### config.mk
export PLATFORM = sky130hd
export DESIGN_NAME = connect_fifo_sv
export DESIGN_NICKNAME = d
export VERILOG_FILES = /design/src/rtl/connect_fifo_sv.sv
export SDC_FILE = /design/constraint.sdc
export NUM_CORES = 1
export LEC_CHECK = 0
export BUFFER_PORTS_ARGS = -buffer_cell sky130_fd_sc_hd__buf_2
export CAP_MARGIN = 30
export CORE_MARGIN = 2
export CORE_UTILIZATION = 35
export DETAILED_ROUTE_END_ITERATION = 16
export PLACE_DENSITY = 0.59
export SKIP_CTS_REPAIR_TIMING = 1
export SYNTH_ARGS = -nofsm -noshare
export SYNTH_HDL_FRONTEND = slang
export SYNTH_SLANG_ARGS = --single-unit
### constraint.sdc
create_clock -name clk -period 5.8 [get_ports clk]
set_input_delay 0.58 -clock clk [delete_from_list [all_inputs] [get_ports clk]]
set_output_delay 0.58 -clock clk [all_outputs]
set_load 0.005 [all_outputs]
### src/rtl/connect_fifo_sv.sv
// connect_fifo_sv: elastic in-order connect that buffers up to DEPTH words
// between a producer and a consumer using valid/ready handshakes.
//
// Ports:
//   clk        rising-edge clock
//   resetn     asynchronous active-low reset
//   flush      synchronous clear of all buffered words (beats push/pop)
//   d_in       write data
//   d_in_vld   write data valid
//   d_in_rdy   buffer can accept a word (registered state only)
//   d_out      oldest buffered word, 0 when empty
//   d_out_vld  d_out holds a valid word
//   d_out_rdy  consumer takes d_out this cycle
//   count      words currently buffered, 0..DEPTH
module connect_fifo_sv #(
  parameter  int DW    = 8,
  parameter  int DEPTH = 4,
  localparam int CW    = $clog2(DEPTH) + 1
) (
  input  logic          clk,
  input  logic          resetn,
  input  logic          flush,
  input  logic [DW-1:0] d_in,
  input  logic          d_in_vld,
  output logic          d_in_rdy,
  output logic [DW-1:0] d_out,
  output logic          d_out_vld,
  input  logic          d_out_rdy,
  output logic [CW-1:0] count
);

  localparam int AW = $clog2(DEPTH);
  localparam logic [CW-1:0] FULL = CW'(DEPTH);

  logic [DW-1:0] mem [DEPTH];
  logic [AW-1:0] wr_ptr;
  logic [AW-1:0] rd_ptr;
  logic          push;
  logic          pop;

  // Ready/valid derive only from count, so d_out_rdy never reaches d_in_rdy
  // combinationally; a full buffer refuses pushes even while it is popped.
  assign d_in_rdy  = (count != FULL);
  assign d_out_vld = (count != '0);
  assign push      = d_in_vld && d_in_rdy;
  assign pop       = d_out_vld && d_out_rdy;
  assign d_out     = d_out_vld ? mem[rd_ptr] : '0;

  // Storage has no reset; stale words are hidden by d_out_vld gating.
  always_ff @(posedge clk) begin
    if (push && !flush) begin
      mem[wr_ptr] <= d_in;
    end
  end

  // Pointers wrap naturally because DEPTH is a power of two.
  always_ff @(posedge clk or negedge resetn) begin
    if (!resetn) begin
      wr_ptr <= '0;
      rd_ptr <= '0;
      count  <= '0;
    end else if (flush) begin
      wr_ptr <= '0;
      rd_ptr <= '0;
      count  <= '0;
    end else begin
      if (push) wr_ptr <= wr_ptr + AW'(1);
      if (pop)  rd_ptr <= rd_ptr + AW'(1);
      case ({push, pop})
        2'b10:   count <= count + CW'(1);
        2'b01:   count <= count - CW'(1);
        default: count <= count;
      endcase
    end
  end

endmodule

* Word level (Yosys, flattened, before mapping)
Memories as Yosys holds them, arrays and structs flattened. Cells that the tools add are included.
Storage, ports and cells: memories kept 1, register bits after elaboration 7, word-level logic and storage cells 28, bits in writable memories 32
Cells by class: reductions and logical operators 8, multiplexer cells 9, $add $sub $neg 4, eq/ne operators 3
Memory list:
- mem | words 4, bits a word 8, read ports 1, clocked after memory_dff 0, wr ports 1, line 35 | logic [DW-1:0] mem [DEPTH];
Operators by type and width (number):
- 2-to-1 mux 2 bit | 4
- 2-to-1 mux 8 bit | 1
- one-hot mux 3 bit (2 select lines) | 1
- nonzero test 3 bit | 2
- adder 2 x 1 -> 2 bit, second input constant | 2
- nonzero test 2 bit | 2
- adder 3 x 1 -> 3 bit, second input constant | 1
- logical AND 1 bit | 3
- 2-to-1 mux 3 bit | 1
- != test 3 bit, second input constant | 1
- subtractor 3 x 1 -> 3 bit, second input constant | 1
- == test 2 x 1 -> 1 bit, second input constant | 1
- == test 2 bit, second input constant | 1
- 2-to-1 mux 1 bit | 2
- zero test 1 bit | 1

* Logic depth before layout (Yosys ltp)
word-level depth 5, depth in mapped cells 9, mapped depth without buffers 8

* Worst setup path before layout
No wires, ideal clock.
path type in2reg, start point input d_in_vld, end point register count[2], stages on the path 9, setup slack 3.721 ns, data arrival time 2.001 ns, cell sequence buf_4 o21ai_0 nand2_1 a21oi_1 fa_1 or3b_1 o21ai_0 a32oi_1 a21oi_1
Between the ends: word-level cells in the longest chain between the ends 4, elaborated cells on any way between the ends 6
RTL lines:
- start, declared | line 24 | input logic d_in_vld,
- logical AND 1 bit (*) | line 45 | assign push = d_in_vld && d_in_rdy;
- == test 2 x 1 -> 1 bit or == test 2 bit (tied branches) | line 69 | case ({push, pop})
- one-hot mux 3 bit (2 select lines) | line 69
- 2-to-1 mux 3 bit | line 62 | end else if (flush) begin
- end signal, assigned | line 70 | 2'b10: count <= count + CW'(1);
- end signal, assigned | line 71 | 2'b01: count <= count - CW'(1);
- end signal, assigned | line 72 | default: count <= count;
- end, declared | line 29 | output logic [CW-1:0] count
Every way passes the cells marked *; elsewhere a longest branch is shown, timed or not. A chain may end at the register's enable or synchronous reset.

* Final worst setup path
start point register rd_ptr[0], end point output d_out[5]
Between the ends: word-level cells in the longest chain between the ends 2
RTL lines:
- start, declared | line 37 | logic [AW-1:0] rd_ptr;
- start signal, assigned | line 68 | if (pop) rd_ptr <= rd_ptr + AW'(1);
- memory read (4 x 8 bit)
- 2-to-1 mux 8 bit | line 47 | assign d_out = d_out_vld ? mem[rd_ptr] : '0;
- end, declared | line 26 | output logic [DW-1:0] d_out,
Every way passes these cells.

==> flow_summary_export.csv <==
group,metric,value,unit
run_status,status,"finished, final reports clean",
logic_synthesis,yosysTopAreaCellShare,53.7,%
grt,grt_pass1_wl,4820,microns
setup_path,start_kind,"register",
detailed_routing,drc,0,
detailed_routing,route.met2.wl,1500,microns
placement,port_buffers,25,
placement,dp_cells,203,
logic_synthesis,syn_area_per_cell,15.4,sq um
logic_synthesis,synth_area,1790,sq um
setup_path,cp.arrival,1.89,ns
logic_synthesis,ys_async_sr_fraction,17.9,%
detailed_routing,route.met3.wl,111,microns
clocking,path_clk_slew,0.07,ns
grt,grt_max_degree,17,
layout,nets,158,
setup_path,path_cells,"mux4_2 -> and2_1 -> buf_2",
run,cap_viol_max_count,0,
pwr,leakagePower,0.739,nW
setup_path,required,5.22,ns
setup_path,critical_path_class,"register to output port",
grt,antenna_found_initial,0,
detailed_routing,vias,1002,
sta,setup_viol,0,
layout,drive_gt1_share,29.1,%
detailed_routing,topRoutingLayerUsed,"met4",
pwr,p_per_area,297,nW/um^2
sta,fin_skew,0.00314,ns
clocking,clockBufferDepth,2,
layout,fin_cells,211,
setup_path,cp_max_fo,10,
clocking,numCtsBuffers,5,
logic_synthesis,syn_nets,134,
detailed_routing,ant_nets,0,
placement,place_area,1940,sq um
detailed_routing,first_pass_iters,4,
sta,relSlewSlack,59.3,%
floorplan,die_w,75.5,microns
layout,diodes,0,
logic_synthesis,ys_top_cells_by_count,"32 x edfxtp_1, 12 x and2_1, 8 x mux4_2, 7 x dfrtp_1, 6 x nand2_1",
setup_path,slowest_stage,"dfrtp_1",
setup_path,critPathMaxStageDelay,0.73,ns
logic_synthesis,synth-edff-count,32,
logic_synthesis,yosys-top-cells-area,"edfxtp_1 54%, mux4_2 10%, dfrtp_1 9.8%",
setup_path,crit_buf_inv,1,
detailed_routing,drt-total-wl,3060,microns
floorplan,coreArea,5010,sq um
clocking,clkSinkCount,39,
logic_synthesis,synth-seq-cells,39,
logic_synthesis,yosys.cell_count.top_type,"edfxtp_1",
grt,grt_usage,12.1,%
clocking,clk_latency,0.29,ns
floorplan,die_h,75.5,microns
grt,grt_pass1_vias,988,
logic_synthesis,synth_top_area_cell,"edfxtp_1",
clocking,cts_tree,"done",
worst_hold_path,hold_class,"input port to asynchronous set/reset pin",
floorplan,fp-row-count,26,
floorplan,io_pins,26,
detailed_routing,wl_per_cell,14.5,microns
sta,hold_viol,0,
floorplan,initial_core_util,35.7,%
placement,place.gp.congestion,0.794,
detailed_routing,drt_iter0_drc,72,
grt,overflow,0,
clocking,htree_levels,2,
detailed_routing,wl_met1,1370,microns
placement,hpwl,2040,microns
logic_synthesis,synthCells,116,
sta,rsz0062_at_grt,"no",
detailed_routing,viasPerCell,4.75,
pwr,irDropWorstVdd,0.131,mV
sta,tns,0,ns
layout,fin_util,40.3,%
sta,slew_viol_final,0,
clocking,cts-root-buf,"clkbuf_8",
layout,finalInstanceArea,2020,sq um
logic_synthesis,yosys_warnings,0,
sta,layout_worst_path_cycle_share,42.6,%
layout,syn2layout_area_growth,12.9,%
floorplan,die_area,5700,sq um
sta,max_freq,404,MHz
logic_synthesis,yosysSeqAreaShare,63.5,%
layout,fillers,492,
logic_synthesis,ys.flop_type,"edfxtp_1",
sta,period_minus_slack,2.47,ns
sta,tightestPinTransition,0.610,ns
setup_path,cp-end-kind,"output port",
logic_synthesis,ys_types,34,
setup_path,critPathTopFamily,"flip-flops",
## sequential cells by signal (all words and copies together), names as in the netlist
signal / cells
rd_ptr: 2
wr_ptr: 2
mem: 32
count: 3
## path summary, 6_finish.rpt
path | from | to | slack [ns] | depth (start not counted)
max | rd_ptr[0]$_DFFE_PN0P_ | d_out[5] | 3.33 | 3
min | resetn | wr_ptr[0]$_DFFE_PN0P_ | 0.11 | 1
max reg2reg | count[0]$_DFFE_PN0P_ | count[2]$_DFFE_PN0P_ | 3.67 | 8
min reg2reg | wr_ptr[1]$_DFFE_PN0P_ | wr_ptr[1]$_DFFE_PN0P_ | 0.59 | 2
max in group asynchronous | resetn | rd_ptr[1]$_DFFE_PN0P_ | 5.53 | 1
min in group clk | d_in[2] | mem[3][2]$_DFFE_PP_ | 0.51 | 1
## layout make-up
type / instances / area [sq um] / area share [%]
clock buffer: 6 / 72.6 / 3.59
tap: 70 / 87.6 / 4.33
timing repair buffer: 25 / 125 / 6.19
multi-input combinational: 65 / 577 / 28.5
clock inverter: 2 / 7.51 / 0.372
inverter: 4 / 15.0 / 0.743
sequential: 39 / 1140 / 56.2
## stage by stage
step / setup slack [ns] / hold slack, ns / total power, mW
final: 3.33 / 0.115 / 0.600
after global routing: 3.18 / 0.117 / 0.634
after CTS: 3.28 / 0.110 / 0.609
after detailed placement: 3.40 / 0.425 / 0.439
after global placement: 3.54 / 0.425 / 0.435
after floorplan: 3.72 / 0.284 / 0.411
## report_power, final
part           internal (mW)  switching (mW)
clock network         0.0819          0.0874
registers              0.317          0.0181
logic                 0.0512          0.0445
## logic make-up (layout without fill, tap and decap cells)
| kind of cell | after synthesis | in the layout | share of synthesized area (%) |
|---|---|---|---|
| AOI/OAI and AO/OA | 15 | 15 | 5.59 |
| xor gates and xnor gates | 4 | 4 | 1.96 |
| adders and majority gates | 5 | 5 | 3.91 |
| muxes | 8 | 8 | 10.1 |
| and+or+nand+nor | 33 | 33 | 10.7 |
| buffers and inverters | 12 | 37 | 4.33 |
| DFF | 39 | 39 | 63.5 |
## layout by cell type (no fill, tap or decap), types with 3 or more instances in the layout
master,count
a21oi_1,5
and2_1,12
buf_2,25
clkbuf_8,5
dfrtp_1,7
edfxtp_1,32
ha_1,4
inv_1,4
mux4_2,8
nand2_1,6
nor2_1,5
xor2_1,3
## layer usage
metal,vias to the layer above,track usage (%)
li1,479,-
met1,497,14.7
met2,19,18.8
met3,7,3.57
met4,0,7.41
met5,-,0
## worst reg2reg max path, stage by stage, from the launching register on
cell and delay (ns):
dfrtp_1 0.55, o21ai_0 0.16, nand2_1 0.11, a21oi_1 0.05
fa_1 0.42, or3b_1 0.38, o21ai_0 0.16, a32oi_1 0.07
a21oi_1 0.14
No activity file was read; power rests on OpenSTA's default activity.
